File: src/rtl/src_buf.sv
// src_buf: input-side ping-pong buffer between DMA MM2S and the core array.
// S_AXIS beats are written into the write bank as an even/odd 32-bit pair,
// while the cores read 32-bit words from the other, completed bank.
module src_buf #(
    parameter int DEPTH = 32,
    parameter int AW    = 5
) (
    input  logic          clk,
    input  logic          rst,
    input  logic          s_axis_tvalid,
    output logic          s_axis_tready,
    input  logic [63:0]   s_axis_tdata,
    input  logic          s_axis_tlast,
    output logic          bank_ready,
    output logic          rd_bank,
    output logic [AW:0]   rd_len,
    input  logic          rd_en,
    input  logic [AW:0]   rd_addr,
    output logic [31:0]   rd_data,
    input  logic          bank_release
);

    // Storage: [bank][beat], even word = tdata[31:0], odd word = tdata[63:32]
    logic [31:0] even_mem [0:1][0:DEPTH-1];
    logic [31:0] odd_mem  [0:1][0:DEPTH-1];

    // Control state
    logic               run;
    logic               wr_bank;
    logic [AW-1:0]      wr_cnt;
    logic [1:0]         full;
    logic [1:0][AW:0]   len_q;

    // Next-state values
    logic               wr_bank_nxt;
    logic [AW-1:0]      wr_cnt_nxt;
    logic [1:0]         full_nxt;
    logic [1:0][AW:0]   len_nxt;
    logic               rd_bank_nxt;

    logic               accept;
    logic               close;
    logic               release_ok;
    logic [AW-1:0]      rd_beat;

    // Handshake is derived from registers only, never from tvalid
    assign s_axis_tready = run & ~full[wr_bank];
    assign accept        = s_axis_tvalid & s_axis_tready;
    assign close         = accept & ((wr_cnt == AW'(DEPTH - 1)) | s_axis_tlast);
    assign release_ok    = bank_release & full[rd_bank];
    assign bank_ready    = full[rd_bank];
    assign rd_len        = len_q[rd_bank];
    assign rd_beat       = rd_addr[AW:1];

    // Next-state logic: release is applied first so a close on the same bank wins
    always_comb begin
        wr_bank_nxt = wr_bank;
        wr_cnt_nxt  = wr_cnt;
        full_nxt    = full;
        len_nxt     = len_q;
        rd_bank_nxt = rd_bank;
        if (release_ok) begin
            full_nxt[rd_bank] = 1'b0;
            rd_bank_nxt       = ~rd_bank;
        end
        if (close) begin
            full_nxt[wr_bank] = 1'b1;
            len_nxt[wr_bank]  = (AW+1)'(wr_cnt) + (AW+1)'(1);
            wr_cnt_nxt        = '0;
            wr_bank_nxt       = ~wr_bank;
        end else if (accept) begin
            wr_cnt_nxt = wr_cnt + AW'(1);
        end
    end

    // Control registers; a reset mid-block discards the partial bank
    always_ff @(posedge clk or posedge rst) begin
        if (rst) begin
            run     <= 1'b0;
            wr_bank <= 1'b0;
            wr_cnt  <= '0;
            full    <= '0;
            len_q   <= '0;
            rd_bank <= 1'b0;
        end else begin
            run     <= 1'b1;
            wr_bank <= wr_bank_nxt;
            wr_cnt  <= wr_cnt_nxt;
            full    <= full_nxt;
            len_q   <= len_nxt;
            rd_bank <= rd_bank_nxt;
        end
    end

    // Beat write into the current write bank; memory contents are not reset
    always_ff @(posedge clk) begin
        if (accept) begin
            even_mem[wr_bank][wr_cnt] <= s_axis_tdata[31:0];
            odd_mem[wr_bank][wr_cnt]  <= s_axis_tdata[63:32];
        end
    end

    // Registered word read from the exposed bank; uses rd_bank before any release
    always_ff @(posedge clk or posedge rst) begin
        if (rst) begin
            rd_data <= '0;
        end else if (rd_en) begin
            rd_data <= rd_addr[0] ? odd_mem[rd_bank][rd_beat]
                                  : even_mem[rd_bank][rd_beat];
        end
    end

endmodule

File: config.mk
export PLATFORM = sky130hd
export DESIGN_NAME = src_buf
export DESIGN_NICKNAME = d
export VERILOG_FILES = /design/src/rtl/src_buf.sv
export SDC_FILE = /design/constraint.sdc
export NUM_CORES = 2
export LEC_CHECK = 0
export ABC_AREA = 1
export BUFFER_PORTS_ARGS = -buffer_cell sky130_fd_sc_hd__buf_4
export CORE_MARGIN = 10
export CORE_UTILIZATION = 45
export CTS_CLUSTER_SIZE = 24
export DETAILED_ROUTE_END_ITERATION = 6
export PLACE_DENSITY = 0.59
export SYNTH_ARGS = -nofsm -noshare
export SYNTH_HDL_FRONTEND = slang
export SYNTH_SLANG_ARGS = --single-unit
File: constraint.sdc
create_clock -name clk -period 20.2 [get_ports clk]
set_clock_uncertainty 0.15 [all_clocks]
set_input_delay 2.02 -clock clk [delete_from_list [all_inputs] [get_ports clk]]
set_output_delay 2.02 -clock clk [all_outputs]
set_load 0.01 [all_outputs]
After elaboration in Yosys (flattened, before gate mapping)
Memory sizes are Yosys's and may differ from the RTL's. Cells that the tools add are included.

Bits in registers: 54. Memory bits (writable): 4096. Input bits: 76. Output and inout port bits: 41. Logic and storage cells: 65. Memories kept: 2.

Memory list: even_mem (words 2, width 1024, rd ports 1, clocked after memory_dff 0, write ports 1, RTL line 24) `logic [31:0] even_mem [0:1][0:DEPTH-1];`; odd_mem (words 2, width 1024, rd ports 1, clocked after memory_dff 0, write ports 1, RTL line 25) `logic [31:0] odd_mem [0:1][0:DEPTH-1];`.

$add $sub $neg: 2. $lt $le $gt $ge: 7. Equal/unequal tests: 1. Muxes and demuxes: 28. Bitwise logic cells: 13. Reduce and logical (&&, ||, !) cells: 4.

Operators with widths (count): 2-to-1 mux 1024 bit (1); binary-select mux 32 bit (select 5 bit) (2); 2-to-1 mux 32 bit (6); demux 32 bit (select 5 bit) (1); 2-to-1 mux 6 bit (3); bitwise mux 12 bit (1); greater-or-equal comparator 6 bit, second input constant (2); NOT 5 -> 6 bit (2); 2-to-1 mux 5 bit (2); 2-to-1 mux 1 bit (7); adder 5 x 1 -> 6 bit, second input constant (1); demux 6 bit (select 1 bit) (1); less-than comparator 6 x 1 -> 1 bit, second input constant (1); adder 5 x 1 -> 5 bit, second input constant (1); equality test 5 bit, second input constant (1); AND 1 bit (4); less-than comparator 1 x 2 -> 1 bit, second input constant (2); 2-to-1 mux 2 bit (2); logical AND 1 bit (3); NOT 1 bit (3); AND 2 bit (1); demux 1 bit (select 1 bit) (2); greater-or-equal comparator 1 bit, second input constant (2); NOT 2 bit (1); 3 further kinds (3).

Logic depth before layout (Yosys ltp)
Depth after elaboration: 9. Gate-level depth with buffers: 15. Mapped depth without buffers: 11.

Worst setup path after synthesis
No wires, ideal clock.

Kind: in2reg. From: input s_axis_tvalid. To: memory even_mem[0][32] (netlist bit) (enable). Setup time: 565 ps. Arrival time: 6977 ps. Required time: 19485 ps. Path slack: 12508 ps. Stages on the path: 5. Buffers on the path: 1. Cell sequence: nand2_1 inv_1 nand2_1 buf_2 nor3_1.

Cells in the longest elaborated chain, start to end: 3.

Ends and longest elaborated chain: start, declared (RTL line 10) `input logic s_axis_tvalid,`; AND 1 bit (RTL line 48) `assign accept = s_axis_tvalid & s_axis_tready;`; 2-to-1 mux 1 bit (RTL line 97) `if (accept) begin`; 2-to-1 mux 1024 bit (implied by the code) (RTL line 98) `even_mem[wr_bank][wr_cnt] <= s_axis_tdata[31:0];`; end, declared (RTL line 24).

Every way passes these cells.

Final worst setup path
From: register rd_bank. To: register rd_data[16].

Cells in the longest elaborated chain, start to end: 5. Elaborated cells on any way between the ends: 9. Classes of those cells: mux: 7; memory: 2.

Ends and longest elaborated chain: start, declared (RTL line 15) `output logic rd_bank,`; start signal, assigned (RTL line 91) `rd_bank <= rd_bank_nxt;`; memory (2 x 1024 bit) (on tied branches); binary-select mux 32 bit (select 5 bit) (on tied branches) (RTL line 109, 108); 2-to-1 mux 32 bit (on tied branches) (2 in a row) (RTL line 109, 108); 2-to-1 mux 32 bit (*) (RTL line 108) `rd_data <= rd_addr[0] ? odd_mem[rd_bank][rd_beat]`; end signal, assigned (RTL line 108); end, declared (RTL line 19) `output logic [31:0] rd_data,`.

Every way passes the cells marked *; elsewhere a longest branch is shown, timed or not. The select of a mux whose other input is x is not followed. A chain may end at the register's enable or synchronous reset.

==> metrics.txt <==
status=finished clean; CTS tree=done; Worst Reg-to-Reg Cells=15; initial antenna violation count=approximately 40; share of post-route cells with drive strength above 1=slightly below 8%; asr flop ratio synth=1.30%; total negative slack=0 ps; CP Max Fanout=150; hold path startpoint=rd_data[27]; CP startpoint kind=register; Antenna Nets Post-Route=0; sequential area share after synthesis=between 70% and 80%; number of core rows=~220; Max-Cap Viols=0; Place WS=between 10000 and 15000 ps; largest net degree at the start of global routing=about 180; Die W=roughly 630 microns; Max H-tree Level=5; num ports=117; die extent in y=around 630 microns; Yosys top cell by area=edfxtp_1; clk root buf=clkbuf_16; Avg Inst Size Synth=between 10 and 15 sq um; total chip power=between 20 and 25 mW; clock sink count=4150; Fin. Hold Viols=0; kind of end point of the critical path=register; Remaining DRCs=0; most numerous cell in the Yosys netlist=nand2_1; end of the worst hold path=rd_data[27]; DR vias=110324; Starting Density=45.1%; Area contributors post-synth=edfxtp_1 (74%), nand3_1 (12%), nand2_1 (9.6%), buf_2 (1.5%), dfrtp_1 (0.81%); Vias/cell=just under 6; wire length per cell=around 30 microns; grt total ovfl=0; Worst EP required=20930 ps; worst hold margin=around 340 ps; vias in the first global route=102202; area share of the largest cell type after synthesis=roughly three quarters; post-synthesis cell area=between 150000 and 200000 sq um; Max clock buf depth=4; PostCTS Resize Cnt=0; nets=between 10000 and 15000; number of setup violations in the final report=0; fill count=roughly 32000; first-pass GRT wire length=769000 microns; top_reg_cell synth=edfxtp_1; Post-CTS Setup Repair Bufs=0; total CTS buffers=about 430; syn nets=between 10000 and 15000; Post-Synthesis Cells=between 10000 and 15000; Leak Pwr=about 64 nW; Initial DRC Count=approximately 15000; core area=roughly 370000 sq um; final WL=547000 microns; unrepaired setup endpoints after global routing=false; final instance area=roughly 180000 sq um; Area Growth Syn to Fin=11.0%; FF-to-FF Start=rd_bank; flops & latches, synth=roughly 4200; EDFF count, synth=~4000; PortBufs=roughly 120; final worst-path cycle share=between 30% and 40%; power density over cell area=roughly 110 nW/um^2; Slew headroom=about 14%; FF+latch area=around 120000 sq um; Data arrival, critical path=approximately 7100 ps; f_max=between 0.15 and 0.2 GHz; Post-DP Area=around 170000 sq um; drt first pass iters=6; Slew @ Worst Pin=1290 ps; Yosys warning total=0; synth unique cells=22; multi-input logic area=roughly 37000 sq um; HP Class=reg2reg; clock slew at reported path FFs=around 60 ps; Crit Path Class=reg2reg; CTS hold repair buffers=0; R2R setup slack=13810 ps; Tmin final=6390 ps; Tot GR Track Use=between 20% and 30%; worst setup margin=13810 ps; Commonest cells post-synth=nand2_1 (4266), edfxtp_1 (4096), nand3_1 (4037); Pins Over Slew Limit=0; die area=around 390000 sq um; GP Congestion=~0.8; Worst Hold Depth=2; DPL Wire Length=268000 microns; clk_lat worst skew=slightly below 1000 ps; worst vdd ir=between 0.09 and 0.1 mV; Reg-to-Reg End=rd_data[16]
## worst max path at each step
stage                        from              end  slack, ps  depth (start not counted)
detailed placement     rd_addr[1]       rd_data[9]      13510                         13
floorplan           s_axis_tvalid  even_mem[0][32]      12510                          5
finish                    rd_bank      rd_data[16]      13810                         15
global placement       rd_addr[1]       rd_data[9]      13520                         13
global route              rd_bank      rd_data[16]      13560                         15
CTS                       rd_bank      rd_data[16]      13910                         15
## stage by stage
step / std cells / utilization, %
after global routing: 18621 / 50.1
after detailed placement: 17838 / 46.5
after floorplan: 13522 / -
after CTS: 18616 / 50.1
after global placement: 17838 / 46.5
final: 18633 / 50.1
## power by group
part	total, mW	switching (mW)	internal (mW)	leakage, nW
registers	9.66	0.0706	9.59	37.5
logic	3.71	2.77	0.938	20.1
clock network	7.57	3.35	4.22	6.47
total	20.9	6.19	14.7	64.0
## kinds of logic (layout without fill, tap and decap cells)
logic type | Yosys count | count (layout) | synth area share, %
compound gates | 25 | 25 | 0.0798
xor+xnor | 2 | 2 | 0.0105
fa+ha+maj | 5 | 5 | 0.0376
buf+inv | 958 | 1215 | 3.02
flops | 4150 | 4150 | 74.8
other cells | 1 | 18 | 0.00226
simple gates | 8381 | 8381 | 22.0
## area by class of cell
| class | count | area share (%) |
|---|---|---|
| flip-flops and latches | 4150 | 67.4 |
| multi-input cells | 8414 | 20.1 |
| repair buffers | 402 | 1.82 |
| well taps | 4837 | 3.28 |
| clock buffers | 533 | 6.10 |
| clock inverters | 245 | 1.08 |
| inverters | 35 | 0.100 |
| diodes | 17 | 0.0231 |
## flip-flops by register name, indices dropped and copies added, names as in the netlist
name,count
even_mem,2048
odd_mem,2048
rd_data,32
len_q,12
wr_cnt,5
full,2
rd_bank,1
run,1
wr_bank,1
## layout by cell type, fill, tap and decap left out, drive strengths merged
master and instances:
bufinv 22, o22ai 2, nor2 16, a21oi 1
inv 39, clkinv 206, diode 17, o21ai 20
ha 5, dfrtp 54, nor3 62, nand3 4037
conb 1, clkbuf 533, nand2 4266, a22oi 2
edfxtp 4096, clkinvlp 13, buf 402, xor2 2
## critical path: stages (launching register included)
cell and delay (ps):
dfrtp_4 620, buf_12 630, buf_12 420, buf_4 800, buf_4 850, buf_4 800, nand2_1 110, nand3_1 130
nand3_1 90, nand3_1 120, nand3_1 140, nand3_1 200, nand3_1 530, nand2_1 250, nand2_1 70, nand2_1 80
## per-layer routing
metal  vias up  part of all wire (%)  track usage [%]
met5         -                 0.030                0
met4        26                   5.0             11.4
met3      1155                   9.8             4.81
met2      6115                    46             42.1
met1     54780                    40             37.0
li1      48248                     -                -
No activity file was read; power rests on OpenSTA's default activity.
